<file path="src/rtl/keypad_pkg.sv">
// rtl/keypad_pkg.sv - key codes, FSM encoding and sizing helpers for keypad entry
package keypad_pkg;

  localparam logic [5:0] KEY_A    = 6'h0A;
  localparam logic [5:0] KEY_STAR = 6'h0E;
  localparam logic [5:0] KEY_HASH = 6'h0F;
  localparam logic [5:0] KEY_NONE = 6'h1F;

  typedef enum logic [1:0] {
    ST_IDLE    = 2'd0,
    ST_CONVERT = 2'd1,
    ST_PUSH    = 2'd2
  } entry_state_e;

  // 10**n; used to size the binary result for a given digit count
  function automatic longint unsigned pow10(input int n);
    longint unsigned r;
    r = 1;
    for (int i = 0; i < n; i++) r = r * 10;
    return r;
  endfunction

endpackage

</file>
<file path="src/rtl/keypad_fifo.sv">
// rtl/keypad_fifo.sv - synchronous first-word-fall-through FIFO for committed values
module keypad_fifo #(
  parameter int WIDTH = 32,
  parameter int DEPTH = 4
) (
  input  logic             clk,
  input  logic             rst,
  input  logic             wr_en,
  input  logic [WIDTH-1:0] wr_data,
  output logic             full,
  input  logic             rd_en,
  output logic             rd_valid,
  output logic [WIDTH-1:0] rd_data
);

  localparam int AW = $clog2(DEPTH);

  if (DEPTH < 2 || (DEPTH & (DEPTH - 1)) != 0) begin : g_bad_depth
    $error("keypad_fifo: DEPTH must be a power of two >= 2");
  end

  logic [WIDTH-1:0] mem_q [DEPTH];
  logic [AW:0]      wr_ptr_q;
  logic [AW:0]      rd_ptr_q;
  logic             empty;
  logic             do_rd;
  logic             do_wr;

  assign empty    = (wr_ptr_q == rd_ptr_q);
  assign full     = (wr_ptr_q[AW] != rd_ptr_q[AW]) && (wr_ptr_q[AW-1:0] == rd_ptr_q[AW-1:0]);
  assign do_rd    = rd_en && !empty;
  // a write into a full FIFO is legal when the head leaves on the same edge
  assign do_wr    = wr_en && (!full || do_rd);
  assign rd_valid = !empty;
  // head is masked so rd_data reads 0 whenever nothing is queued
  assign rd_data  = empty ? '0 : mem_q[rd_ptr_q[AW-1:0]];

  // pointer update; the extra MSB distinguishes full from empty and wraps naturally
  always_ff @(posedge clk or posedge rst) begin
    if (rst) begin
      wr_ptr_q <= '0;
      rd_ptr_q <= '0;
    end else begin
      if (do_wr) wr_ptr_q <= wr_ptr_q + 1'b1;
      if (do_rd) rd_ptr_q <= rd_ptr_q + 1'b1;
    end
  end

  // storage array carries no reset; stale words are hidden by the empty mask
  always_ff @(posedge clk) begin
    if (do_wr) mem_q[wr_ptr_q[AW-1:0]] <= wr_data;
  end

endmodule

</file>
<file path="src/rtl/keypad_entry.sv">
// rtl/keypad_entry.sv - decimal keystroke entry, BCD-to-binary conversion and result queue
module keypad_entry
  import keypad_pkg::*;
#(
  parameter int DIGITS = 8,
  parameter int WIDTH  = 32,
  parameter int DEPTH  = 4
) (
  input  logic                  sys_clk,
  input  logic                  rst,
  input  logic                  key_pulse,
  input  logic [5:0]            key_code,
  output logic [4*DIGITS-1:0]   entry_bcd,
  output logic [3:0]            entry_cnt,
  output logic                  busy,
  output logic                  drop,
  output logic                  rd_valid,
  output logic [WIDTH-1:0]      rd_data,
  input  logic                  rd_en
);

  localparam int         BCD_W    = 4 * DIGITS;
  localparam int         REQ_W    = $clog2(pow10(DIGITS));
  localparam logic [3:0] DIGITS_C = 4'(DIGITS);

  if (DIGITS < 1 || DIGITS > 15) begin : g_bad_digits
    $error("keypad_entry: DIGITS must be in 1..15");
  end
  if (WIDTH < REQ_W) begin : g_bad_width
    $error("keypad_entry: WIDTH too small to hold DIGITS decimal digits");
  end

  entry_state_e     state_q;
  logic [BCD_W-1:0] bcd_q;
  logic [3:0]       cnt_q;
  logic [BCD_W-1:0] sr_q;
  logic [3:0]       dcnt_q;
  logic [WIDTH-1:0] acc_q;
  logic             drop_q;

  logic             is_digit;
  logic [BCD_W-1:0] digit_d;
  logic [5:0]       align_d;
  logic [WIDTH-1:0] acc_d;
  logic             fifo_full;
  logic             push_d;

  assign is_digit = (key_code <= 6'd9);
  assign digit_d  = BCD_W'(key_code[3:0]);
  // left-justify the entry so the most significant digit sits in the top nibble
  assign align_d  = {DIGITS_C - cnt_q, 2'b00};
  // acc * 10 + next digit, built from shifts
  assign acc_d    = (acc_q << 3) + (acc_q << 1) + WIDTH'(sr_q[BCD_W-1 -: 4]);
  // PUSH may proceed when there is room or the head is popped on this edge
  assign push_d   = (state_q == ST_PUSH) && (!fifo_full || rd_en);

  assign entry_bcd = bcd_q;
  assign entry_cnt = cnt_q;
  assign busy      = (state_q != ST_IDLE);
  assign drop      = drop_q;

  // entry register, conversion FSM and drop strobe
  always_ff @(posedge sys_clk or posedge rst) begin
    if (rst) begin
      state_q <= ST_IDLE;
      bcd_q   <= '0;
      cnt_q   <= '0;
      sr_q    <= '0;
      dcnt_q  <= '0;
      acc_q   <= '0;
      drop_q  <= 1'b0;
    end else begin
      drop_q <= 1'b0;
      case (state_q)
        ST_IDLE: begin
          if (key_pulse) begin
            if (is_digit) begin
              if (cnt_q < DIGITS_C) begin
                bcd_q <= (bcd_q << 4) | digit_d;
                cnt_q <= cnt_q + 4'd1;
              end else begin
                drop_q <= 1'b1;
              end
            end else if (key_code == KEY_STAR) begin
              if (cnt_q != 4'd0) begin
                bcd_q <= bcd_q >> 4;
                cnt_q <= cnt_q - 4'd1;
              end
            end else if (key_code == KEY_A) begin
              bcd_q <= '0;
              cnt_q <= '0;
            end else if (key_code == KEY_HASH) begin
              if (cnt_q != 4'd0) begin
                sr_q    <= bcd_q << align_d;
                dcnt_q  <= cnt_q;
                bcd_q   <= '0;
                cnt_q   <= '0;
                acc_q   <= '0;
                state_q <= ST_CONVERT;
              end
            end
          end
        end
        ST_CONVERT: begin
          drop_q <= key_pulse;
          acc_q  <= acc_d;
          sr_q   <= sr_q << 4;
          dcnt_q <= dcnt_q - 4'd1;
          if (dcnt_q == 4'd1) state_q <= ST_PUSH;
        end
        ST_PUSH: begin
          drop_q <= key_pulse;
          if (push_d) state_q <= ST_IDLE;
        end
        default: state_q <= ST_IDLE;
      endcase
    end
  end

  keypad_fifo #(
    .WIDTH (WIDTH),
    .DEPTH (DEPTH)
  ) u_fifo (
    .clk      (sys_clk),
    .rst      (rst),
    .wr_en    (push_d),
    .wr_data  (acc_q),
    .full     (fifo_full),
    .rd_en    (rd_en),
    .rd_valid (rd_valid),
    .rd_data  (rd_data)
  );

endmodule

</file>
<file path="config.mk">
export PLATFORM = sky130hd
export DESIGN_NAME = keypad_entry
export DESIGN_NICKNAME = d
export VERILOG_FILES = /design/src/rtl/keypad_pkg.sv /design/src/rtl/keypad_fifo.sv /design/src/rtl/keypad_entry.sv
export SDC_FILE = /design/constraint.sdc
export NUM_CORES = 1
export LEC_CHECK = 0
export BUFFER_PORTS_ARGS = -buffer_cell sky130_fd_sc_hd__buf_2
export CORE_UTILIZATION = 45
export DETAILED_ROUTE_END_ITERATION = 10
export MAX_ROUTING_LAYER = met4
export SETUP_SLACK_MARGIN = 0.2
export SLEW_MARGIN = 20
export SYNTH_ARGS = -nofsm -noshare
export SYNTH_HDL_FRONTEND = slang
export SYNTH_SLANG_ARGS = --single-unit
</file>
<file path="constraint.sdc">
create_clock -name sys_clk -period 3.6 [get_ports sys_clk]
set_clock_uncertainty 0.15 [all_clocks]
set_input_delay 0.36 -clock sys_clk [delete_from_list [all_inputs] [get_ports sys_clk]]
set_output_delay 0.36 -clock sys_clk [all_outputs]
set_load 0.005 [all_outputs]
</file>
==> results.py <==
metrics = {
    "cells_and_area": {
        "syn_to_final_growth_pct": 14.98,
        "final_cells": 1557,
        "drive_above_1_share_pct": 18.83,
        "final_nets": 1243,
        "n_fill_cell": 2487,
        "antennaDiodeCount": 0,
    },
    "worst_setup_path": {
        "end_kind": "register",
        "worstPathMaxFanout": 4,
        "path_class": "register to register",
        "crit_path_start_kind": "register",
        "slowest_stage": "fa_1",
        "cp_data_arrival_time_ns": 3.56,
        "crit_path_cell_trace": "inv_1 > fa_1 > inv_1 > fa_2 > a211oi_2 > nor2_2 > o31ai_2 > buf_4 > a311oi_2 > o21a_1 > or3_1 > a32o_1",
        "worst_path_largest_cell_delay_ns": 0.53,
        "critPathMostFrequentCell": "inv_1",
        "required_ns": 3.86,
    },
    "power_and_ir_drop": {
        "power.switching_uw": 1966,
        "power.share.clock_pct": 37.7,
        "power-per-cell-area_nw_per_um2": 506.0,
        "peakVddDrop_v": 0.0002872,
        "p_leak_uw": 0.006191,
        "share_seq_of_total_power_pct": 40.7,
        "p_int_uw": 5435,
        "pwr-share-comb_pct": 21.6,
        "power_uw": 7401,
        "swShare_pct": 26.57,
    },
    "global_routing": {
        "grt_pass1_vias": 8451,
        "gr-max-usage-layer": "met1",
        "grt-ovfl-total": 0,
        "grt_pass1_wl_um": 46480,
        "antenna_found_initial": 0,
        "use_met3_pct": 2.256,
        "gr-usage-met1_pct": 30.93,
        "grt_max_degree": 80,
        "grt_use_total_pct": 20.86,
        "use_met2_pct": 30.84,
    },
    "sta": {
        "rsz0062_at_grt": "yes",
        "hold_viol_final": 0,
        "max_freq_mhz": 303.4,
        "setup_viol": 0,
        "drv_slew": 0,
        "fin_crit_sh_pct": 91.57,
        "period_minus_slack_ns": 3.296,
        "tns_ns": 0,
        "max_slew_margin_pct": 40.92,
        "tightest_slew_ns": 0.8862,
    },
    "hold_path": {
        "hold_path.class": "input port to register",
    },
    "clocking": {
        "htreeDepth": 1,
        "clockBufferDepth": 3,
        "path_clk_slew_ns": 0.06,
        "cts_tree": "built",
        "clk_latency_ns": 0.53,
        "cts_buffers": 26,
        "cts_root_buf": "clkbuf_16",
        "clock_sinks": 241,
    },
    "yosys": {
        "syn_area_um2": 12720,
        "synth-seq-cells": 241,
        "yosysSeqAreaShare_pct": 52.45,
        "synth_edf_count": 128,
        "synthCells": 1085,
        "synth-async-reset-ratio_pct": 46.89,
        "synth_nets": 1169,
        "yosysWarningCount": 0,
        "synthFlopType": "edfxtp_1",
        "syn_area_per_cell_um2": 11.72,
        "synth.distinct_cells": 63,
    },
    "outcome": {
        "status": "finished clean",
    },
    "placement": {
        "dp_hpwl_um": 18540,
        "dp.cells": 1500,
        "gp_congestion": 0.8456,
        "io_buffers": 80,
    },
    "floorplanning": {
        "die_h_um": 170.1,
        "core_area_um2": 27780,
        "start_util_pct": 45.78,
        "rows": 61,
        "dieArea_um2": 28940,
        "die_w_um": 170.1,
        "ios": 81,
    },
    "route": {
        "drtPass1Iterations": 5,
        "viasPerCell": 5.710,
        "wl_per_cell_um": 18.34,
        "routed_wl_um": 28560,
        "drt-initial-drc-count": 571,
        "route.detailed.drc": 0,
        "num_vias": 8890,
        "antenna_left": 0,
    },
    "flow_run": {
        "drv_cap": 0,
    },
}
## area by class of cell
cell class / count / area (um^2) / area share (%)
sequential: 241 / 6675 / 45.64
multi-input combinational: 747 / 5754 / 39.34
timing repair buffer: 117 / 723.2 / 4.945
clock buffer: 31 / 690.7 / 4.722
tap: 378 / 473.0 / 3.234
clock inverter: 17 / 207.7 / 1.420
inverter: 26 / 101.3 / 0.6930
## placed cells by master, fill, tap and decap left out, drive strengths merged, types with 17 or more instances in the layout
cell / n
mux2i: 21
inv: 25
edfxtp: 128
a22oi: 48
clkbuf: 31
nand2: 128
nor2: 37
ha: 72
dfrtp: 113
o21ai: 97
buf: 114
nand3: 17
nor2b: 40
mux4: 40
a21oi: 42
## metal layers
layer	vias up	routed length [um]
met5	-	0
met4	0	500
met3	39	1127
met2	208	12830
met1	4409	14100
li1	4234	-
## power groups by stage
| stage | clock network (uW) | registers (uW) | logic, uW |
|---|---|---|---|
| floorplan | 0 | 3050 | 1120 |
| global placement | 0 | 3060 | 1630 |
| detailed placement | 0 | 3070 | 1640 |
| CTS | 2850 | 3010 | 1650 |
| global route | 2960 | 3020 | 1780 |
| finish | 2790 | 3010 | 1600 |
## cells in the mapped netlist, drive strengths merged, types with 15 or more instances
cell / instances / area share, %
edfxtp: 128 / 30
a21oi: 42 / 1.7
mux2i: 21 / 1.7
o21ai: 97 / 3.8
a22oi: 48 / 2.8
inv: 26 / 0.77
a211oi: 16 / 0.94
nor2b: 40 / 2.0
clkbuf: 54 / 1.6
nand2: 128 / 3.8
mux4: 40 / 7.1
dfrtp: 113 / 22
nor3: 15 / 0.59
buf: 17 / 0.66
nand3: 17 / 0.67
ha: 72 / 7.1
nor2: 37 / 1.1
## path summary, 6_finish.rpt
| kind | start | end | cells past startpoint | slack (ns) |
|---|---|---|---|---|
| worst max-delay path | sr_q[31] | acc_q[18] | 12 | 0.30 |
| worst min-delay path | key_code[1] | entry_bcd[1] | 3 | 0.1 |
| worst max register to register | sr_q[31] | acc_q[18] | 12 | 0.30 |
| worst min register to register | u_fifo.rd_ptr_q[2] | u_fifo.rd_ptr_q[2] | 1 | 0.34 |
| max in group asynchronous | rst | acc_q[1] | 4 | 2.29 |
| min in group asynchronous | rst | entry_cnt[1] | 3 | 0.25 |
## registers in the layout, summed over array words and instances (netlist names)
register,count
dcnt_q,4
u_fifo.rd_ptr_q,3
acc_q,32
drop,1
state_q,2
entry_cnt,4
entry_bcd,32
sr_q,32
u_fifo.wr_ptr_q,3
u_fifo.mem_q,128
## through the flow
| step | setup slack [ns] | hold WS (ns) | cell area [um^2] | util [%] |
|---|---|---|---|---|
| 5_1_grt | 0.1536 | 0.1312 | 14630 | 52.64 |
| 3_5_place_dp | 0.01896 | 0.2628 | 13620 | 49.04 |
| 6_report | 0.3035 | 0.09548 | 14630 | 52.64 |
| 4_1_cts | 0.2184 | 0.08692 | 14560 | 52.41 |
| 2_1_floorplan | 0.2520 | 0.3119 | 12720 | - |
| 3_3_place_gp | 0.1083 | 0.2560 | 13620 | 49.04 |
## what timing repair did
action / CTS / global route
hold buffers: 3 / 0
gates resized for setup: 3 / 6
endpoints found under the hold margin: 19 / 0
endpoints found under the setup margin: 5 / 6
setup buffers: 0 / 6
pin swaps: 2 / 8
## critical path: cells and delay by family, from the launching register on
kind,cells,cell delay (ns)
compound gates,5,1.11
fa+ha+maj,2,0.91
simple gates,2,0.38
flops,1,0.34
buf+inv,3,0.30
## logic make-up after synthesis
kind of cell             synth area share, %
adder cells (fa/ha/maj)                7.397
buffers and inverters                  3.030
AO/OA/AOI/OAI                          15.37
XOR/XNOR                               1.928
multiplexers                           9.266
flip-flops                             52.45
AND/OR/NAND/NOR                        10.56
Note: power is estimated with default switching activity, not from simulation.
